[config.mk]
export PLATFORM = sky130hd
export DESIGN_NAME = divider_os
export DESIGN_NICKNAME = d
export VERILOG_FILES = /design/src/rtl/div_pkg.sv /design/src/rtl/cla64.sv /design/src/rtl/divider_step.sv /design/src/rtl/divider_os.sv
export SDC_FILE = /design/constraint.sdc
export NUM_CORES = 1
export LEC_CHECK = 0
export CAP_MARGIN = 20
export CORE_MARGIN = 2
export CORE_UTILIZATION = 43
export DETAILED_ROUTE_END_ITERATION = 10
export GPL_TIMING_DRIVEN = 0
export PLACE_DENSITY = 0.65
export SLEW_MARGIN = 5
export SYNTH_ARGS = -nofsm -noshare
export SYNTH_HDL_FRONTEND = slang
export SYNTH_SLANG_ARGS = --single-unit
[constraint.sdc]
create_clock -name clk -period 5.3 [get_ports clk]
set_input_delay 1.06 -clock clk [delete_from_list [all_inputs] [get_ports clk]]
set_output_delay 1.06 -clock clk [all_outputs]
set_load 0.005 [all_outputs]
[src/rtl/div_pkg.sv]
// Shared definitions for the sequential divider: control-state encodings
// (common with the Booth multiplier), default width and divide-by-zero fill.
package div_pkg;

    localparam int unsigned DIV_WIDTH = 64;
    localparam int unsigned DIV_CNT_W = 7;

    typedef enum logic [1:0] {
        ST_INIT = 2'b00,
        ST_EXEC = 2'b01,
        ST_DONE = 2'b10
    } div_state_e;

    // Quotient on divide-by-zero is this bit replicated across the word (all ones / -1).
    localparam logic DIV_ZERO_QUOT_BIT = 1'b1;

endpackage

[src/rtl/cla64.sv]
// Team carry-lookahead adder; the lookahead tree is left to the synthesis adder library.
module cla64 #(
    parameter int unsigned WIDTH = 64
) (
    input  logic [WIDTH-1:0] a,
    input  logic [WIDTH-1:0] b,
    input  logic             cin,
    output logic [WIDTH-1:0] sum,
    output logic             cout
);

    assign {cout, sum} = (WIDTH+1)'(a) + (WIDTH+1)'(b) + (WIDTH+1)'(cin);

endmodule

[src/rtl/divider_step.sv]
// One restoring-division step: shift in the next dividend bit, trial-subtract
// the divisor, keep the difference when it does not go negative.
module divider_step #(
    parameter int unsigned WIDTH = 64
) (
    input  logic [WIDTH-1:0] p_cur,
    input  logic             q_msb,
    input  logic [WIDTH-1:0] d,
    output logic [WIDTH-1:0] p_next,
    output logic             q_bit
);

    logic [WIDTH:0]   shifted;
    logic [WIDTH-1:0] diff;
    logic             carry_lo;

    assign shifted = {p_cur, q_msb};

    cla64 #(.WIDTH(WIDTH)) u_sub (
        .a    (shifted[WIDTH-1:0]),
        .b    (~d),
        .cin  (1'b1),
        .sum  (diff),
        .cout (carry_lo)
    );

    // The shifted value carries one bit above the divisor width; the trial
    // difference is non-negative when that bit is set or the low subtract does not borrow.
    assign q_bit  = shifted[WIDTH] | carry_lo;
    assign p_next = q_bit ? diff : shifted[WIDTH-1:0];

endmodule

[src/rtl/divider_os.sv]
// Sequential radix-2 restoring divider with INIT/EXEC/DONE control and op_clear/op_done handshake.
// Define DIVIDER_SIGNED_DIV_EN for two's-complement operands (truncating division).
module divider_os
    import div_pkg::*;
#(
    parameter int unsigned WIDTH = DIV_WIDTH,
    parameter int unsigned CNT_W = DIV_CNT_W
) (
    input  logic             clk,
    input  logic             reset_n,
    input  logic             op_start,
    input  logic             op_clear,
    input  logic [WIDTH-1:0] dividend,
    input  logic [WIDTH-1:0] divisor,
    output logic             op_done,
    output logic [WIDTH-1:0] quotient,
    output logic [WIDTH-1:0] remainder,
    output logic             div_by_zero
);

    div_state_e       state;
    logic [CNT_W-1:0] cnt;
    logic [WIDTH-1:0] p_q;
    logic [WIDTH-1:0] q_q;
    logic [WIDTH-1:0] d_q;
    logic [WIDTH-1:0] p_next;
    logic             q_bit;
    logic [WIDTH-1:0] quot_raw;
    logic [WIDTH-1:0] a_mag;
    logic [WIDTH-1:0] b_mag;
    logic [WIDTH-1:0] quot_fin;
    logic [WIDTH-1:0] rem_fin;

    divider_step #(.WIDTH(WIDTH)) u_step (
        .p_cur  (p_q),
        .q_msb  (q_q[WIDTH-1]),
        .d      (d_q),
        .p_next (p_next),
        .q_bit  (q_bit)
    );

    assign quot_raw = {q_q[WIDTH-2:0], q_bit};

`ifdef DIVIDER_SIGNED_DIV_EN
    logic neg_q;
    logic neg_r;

    // Magnitudes feed the unsigned core; MIN maps onto itself, which is its correct unsigned magnitude.
    assign a_mag    = dividend[WIDTH-1] ? (~dividend + WIDTH'(1)) : dividend;
    assign b_mag    = divisor[WIDTH-1]  ? (~divisor  + WIDTH'(1)) : divisor;
    assign quot_fin = neg_q ? (~quot_raw + WIDTH'(1)) : quot_raw;
    assign rem_fin  = neg_r ? (~p_next   + WIDTH'(1)) : p_next;

    always_ff @(posedge clk or negedge reset_n) begin
        if (!reset_n) begin
            neg_q <= 1'b0;
            neg_r <= 1'b0;
        end else if (op_clear) begin
            neg_q <= 1'b0;
            neg_r <= 1'b0;
        end else if (state == ST_INIT && op_start) begin
            neg_q <= dividend[WIDTH-1] ^ divisor[WIDTH-1];
            neg_r <= dividend[WIDTH-1];
        end
    end
`else
    assign a_mag    = dividend;
    assign b_mag    = divisor;
    assign quot_fin = quot_raw;
    assign rem_fin  = p_next;
`endif

    always_ff @(posedge clk or negedge reset_n) begin
        if (!reset_n) begin
            state       <= ST_INIT;
            cnt         <= '0;
            p_q         <= '0;
            q_q         <= '0;
            d_q         <= '0;
            op_done     <= 1'b0;
            quotient    <= '0;
            remainder   <= '0;
            div_by_zero <= 1'b0;
        end else if (op_clear) begin
            state       <= ST_INIT;
            cnt         <= '0;
            p_q         <= '0;
            q_q         <= '0;
            d_q         <= '0;
            op_done     <= 1'b0;
            quotient    <= '0;
            remainder   <= '0;
            div_by_zero <= 1'b0;
        end else begin
            case (state)
                ST_INIT: begin
                    if (op_start) begin
                        if (divisor == '0) begin
                            state       <= ST_DONE;
                            op_done     <= 1'b1;
                            quotient    <= {WIDTH{DIV_ZERO_QUOT_BIT}};
                            remainder   <= dividend;
                            div_by_zero <= 1'b1;
                        end else begin
                            state <= ST_EXEC;
                            cnt   <= '0;
                            p_q   <= '0;
                            q_q   <= a_mag;
                            d_q   <= b_mag;
                        end
                    end
                end
                ST_EXEC: begin
                    p_q <= p_next;
                    q_q <= quot_raw;
                    cnt <= cnt + CNT_W'(1);
                    if (cnt == CNT_W'(WIDTH - 1)) begin
                        state     <= ST_DONE;
                        op_done   <= 1'b1;
                        quotient  <= quot_fin;
                        remainder <= rem_fin;
                    end
                end
                ST_DONE: begin
                end
                default: begin
                    // Unreachable encoding: poison outputs in simulation and recover.
                    state       <= ST_INIT;
                    op_done     <= 1'bx;
                    quotient    <= 'x;
                    remainder   <= 'x;
                    div_by_zero <= 1'bx;
                end
            endcase
        end
    end

endmodule

==> out/results.tsv <==
stage	metric	value	unit
outcome	outcome	finished clean	
clock_network	clockBufferDepth	3	
finish	synthToLayoutAreaGrowth	25.0	%
synth	ys_async_sr_fraction	1.00	
sta	fin_tns_setup	0	ns
sta	slew_violations	0	
synth	yosysUniqueCellTypes	69	
synth	yosysWarnings	0	
setup_path	crit_type	primary input to flop	
clock_network	cts_sinks	331	
finish	final_layout_size_suffix_gt1_frac	0.0400	
power	ir_drop	0.368	mV
synth	syn_area	18200	sq um
sta	setup_violations	0	
finish	fin_cells	2840	
place	globalplace.congestion	0.926	
die	initial_core_util	0.436	
clock_network	ctsRootBufferMaster	clkbuf_16	
detailed_routing	viasPerCell	5.71	
synth	syn-num-nets	2172	
setup_path	cp_top_family	simple AND/OR/NAND/NOR gates	
detailed_routing	drt_wl_total	59100	um
detailed_routing	wl_per_cell	20.8	um
setup_path	start_kind	primary input	
synth	synth-main-ff-cell	dfrtp_1	
synth	ys_seq_elements	331	
synth	netlist_instances	1971	
clock_network	cts_setup_buffers	0	
finish	final_util	0.545	
setup_path	critical_path.cell_chain	clkdlybuf4s50_1 -> nor4_1 -> nand4_1 -> nor4_1 -> buf_2 -> a21boi_0 -> nor3b_1 -> clkbuf_1 -> clkbuf_1 -> a32oi_1 -> o31ai_1	
place	placed_cell_area	21600	sq um
place	port_buffers	261	
setup_path	slowest_stage	nor4_1	
clock_network	insertion_delay	0.56	ns
die	die_w	210	um
sta	period_share	0.951	
setup_path	crit_buf_inv	4	
die	die_area	44100	sq um
finish	layout_common_cells	nand2_1, dfrtp_1, clkdlybuf4s50_1	
synth	syn_avg_cell_area	9.25	sq um
power	power_density	762	nW/um^2
clock_network	cts_buffers	36	
setup_path	worstPathArrival	5.47	ns
synth	synth_edf_count	0	
clock_network	htree_levels	2	
global_route	grt_pass1_wl	91700	um
detailed_routing	drc	0	
sta	layout_setup_ws	0.261	ns
sta	tightest_slew	1.06	ns
sta	slew_headroom	0.293	
finish	nFillCells	3856	
detailed_routing	drt-initial-drc-count	1285	
global_route	grt_usage	0.267	
sta	min_period	5.04	ns
synth	ys_seq_area_frac	0.454	
clock_network	clkTransAtPathRegs	0.06	ns
detailed_routing	vias	16200	
global_route	grt_pass1_vias	16100	
detailed_routing	antenna_left	0	
setup_path	end_kind	flop	
sta	hold_slack	0.419	ns
die	fp.dieH	210	um
die	core	41900	sq um
sta	rsz0062_at_grt	no	
setup_path	critPathMaxStageDelay	0.83	ns
min_path	hp-class	primary input to async pin	
flow_run	maxCapViolCount	0	
place	dp_cells	2775	
setup_path	crit_fanout	10	
place	hpwlAfterDp	47200	um
global_route	antenna_found_initial	3	
place	dp_slack	-0.453	ns
power	finalPower	17.4	mW
clock_network	cts_tree	built	
finish	final_common_cell	nand2_1	
sta	final-hold-violation-count	0	
detailed_routing	firstDrtPassIters	6	
global_route	grt_max_degree	104	
setup_path	cp.required	5.73	ns
die	io_pins	262	
die	rows	75	
finish	fin_area	22800	sq um
sta	skew	0.0194	ns
sta	max_freq	198	MHz
global_route	overflow	0	
finish	final_nets	2475	
power	leakage	10.1	nW
-- worst reg2reg max path: stages (launching register included) --
cell      delay [ns]
dfrtp_1         0.45
ha_1            0.27
fa_1            0.41
nor2b_1         0.17
o2111a_1        0.22
o21ai_1         0.13
a211o_1         0.39
a211o_1         0.38
nand2_1         0.15
a32o_2          0.27
o21a_1          0.15
buf_4           0.18
buf_6           0.20
mux2i_1         0.55
o21ai_0         0.20
-- report_power, final --
part / switching, mW / total [mW] / internal [mW]
Sequential: 0.663 / 4.01 / 3.35
Clock: 1.07 / 2.52 / 1.45
Combinational: 6.55 / 10.8 / 4.27
-- synth_stat cells, drive strengths merged (29+ instances only) --
library cell / number / area share
a22o: 66 / 0.032
ha: 68 / 0.047
a32oi: 47 / 0.023
nor2: 74 / 0.015
clkbuf: 116 / 0.024
o31ai: 72 / 0.030
o21ai: 226 / 0.062
xnor2: 37 / 0.018
dfrtp: 331 / 0.45
inv: 78 / 0.016
mux2i: 107 / 0.059
nand2: 357 / 0.074
a21oi: 84 / 0.023
a31oi: 29 / 0.010
-- cell type report --
cell class / count / area (sq um) / area share
diodes: 2 / 5.00 / 0.000220
plain buffers: 132 / 561 / 0.0246
clock buffers: 50 / 1020 / 0.0449
clock inverters: 13 / 139 / 0.00609
inverters: 78 / 293 / 0.0128
multi-input cells: 1430 / 9110 / 0.400
flip-flops and latches: 331 / 8280 / 0.363
well taps: 539 / 674 / 0.0296
repair buffers: 265 / 2710 / 0.119
-- path summary, 6_finish.rpt --
path / start / end / slack [ns] / cells after the start
max: divisor[20] / remainder[48]$_DFFE_PN0P_ / 0.26 / 11
min: reset_n / d_q[19]$_DFFE_PN0P_ / 0.42 / 1
max reg2reg: d_q[0]$_DFFE_PN0P_ / p_q[27]$_DFFE_PN0P_ / 1.01 / 14
min reg2reg: quotient[54]$_DFFE_PN0P_ / quotient[54]$_DFFE_PN0P_ / 0.46 / 2
max in group asynchronous: reset_n / quotient[48]$_DFFE_PN0P_ / 3.55 / 3
min in group clk: quotient[54]$_DFFE_PN0P_ / quotient[54]$_DFFE_PN0P_ / 0.46 / 2
-- state kept, by name, indices dropped and copies added, names as in the netlist --
register	cells
d_q	64
state	2
op_done	1
q_q	64
remainder	64
p_q	64
cnt	7
div_by_zero	1
quotient	64
-- cells by family (layout without fill, tap and decap cells) --
logic type | after synthesis | after routing | share of synthesized area
buf+inv | 210 | 538 | 0.0465
compound gates | 642 | 642 | 0.235
flops | 331 | 331 | 0.454
mux | 110 | 110 | 0.0606
simple gates | 552 | 552 | 0.129
xor+xnor | 57 | 57 | 0.0274
fa+ha+maj | 69 | 69 | 0.0478
other cells | 0 | 2 | 0
-- timing repair --
action,in CTS,in global routing
resized for setup,0,3
endpoints found under the setup margin,0,21
hold buffers,0,0
-- metal layers --
layer / routed length, um / global-route usage
met5: 47 / 0
met4: 1410 / 0.0819
met3: 3940 / 0.0370
met2: 26500 / 0.421
met1: 27200 / 0.384
Power figures use the tool's default switching activity.
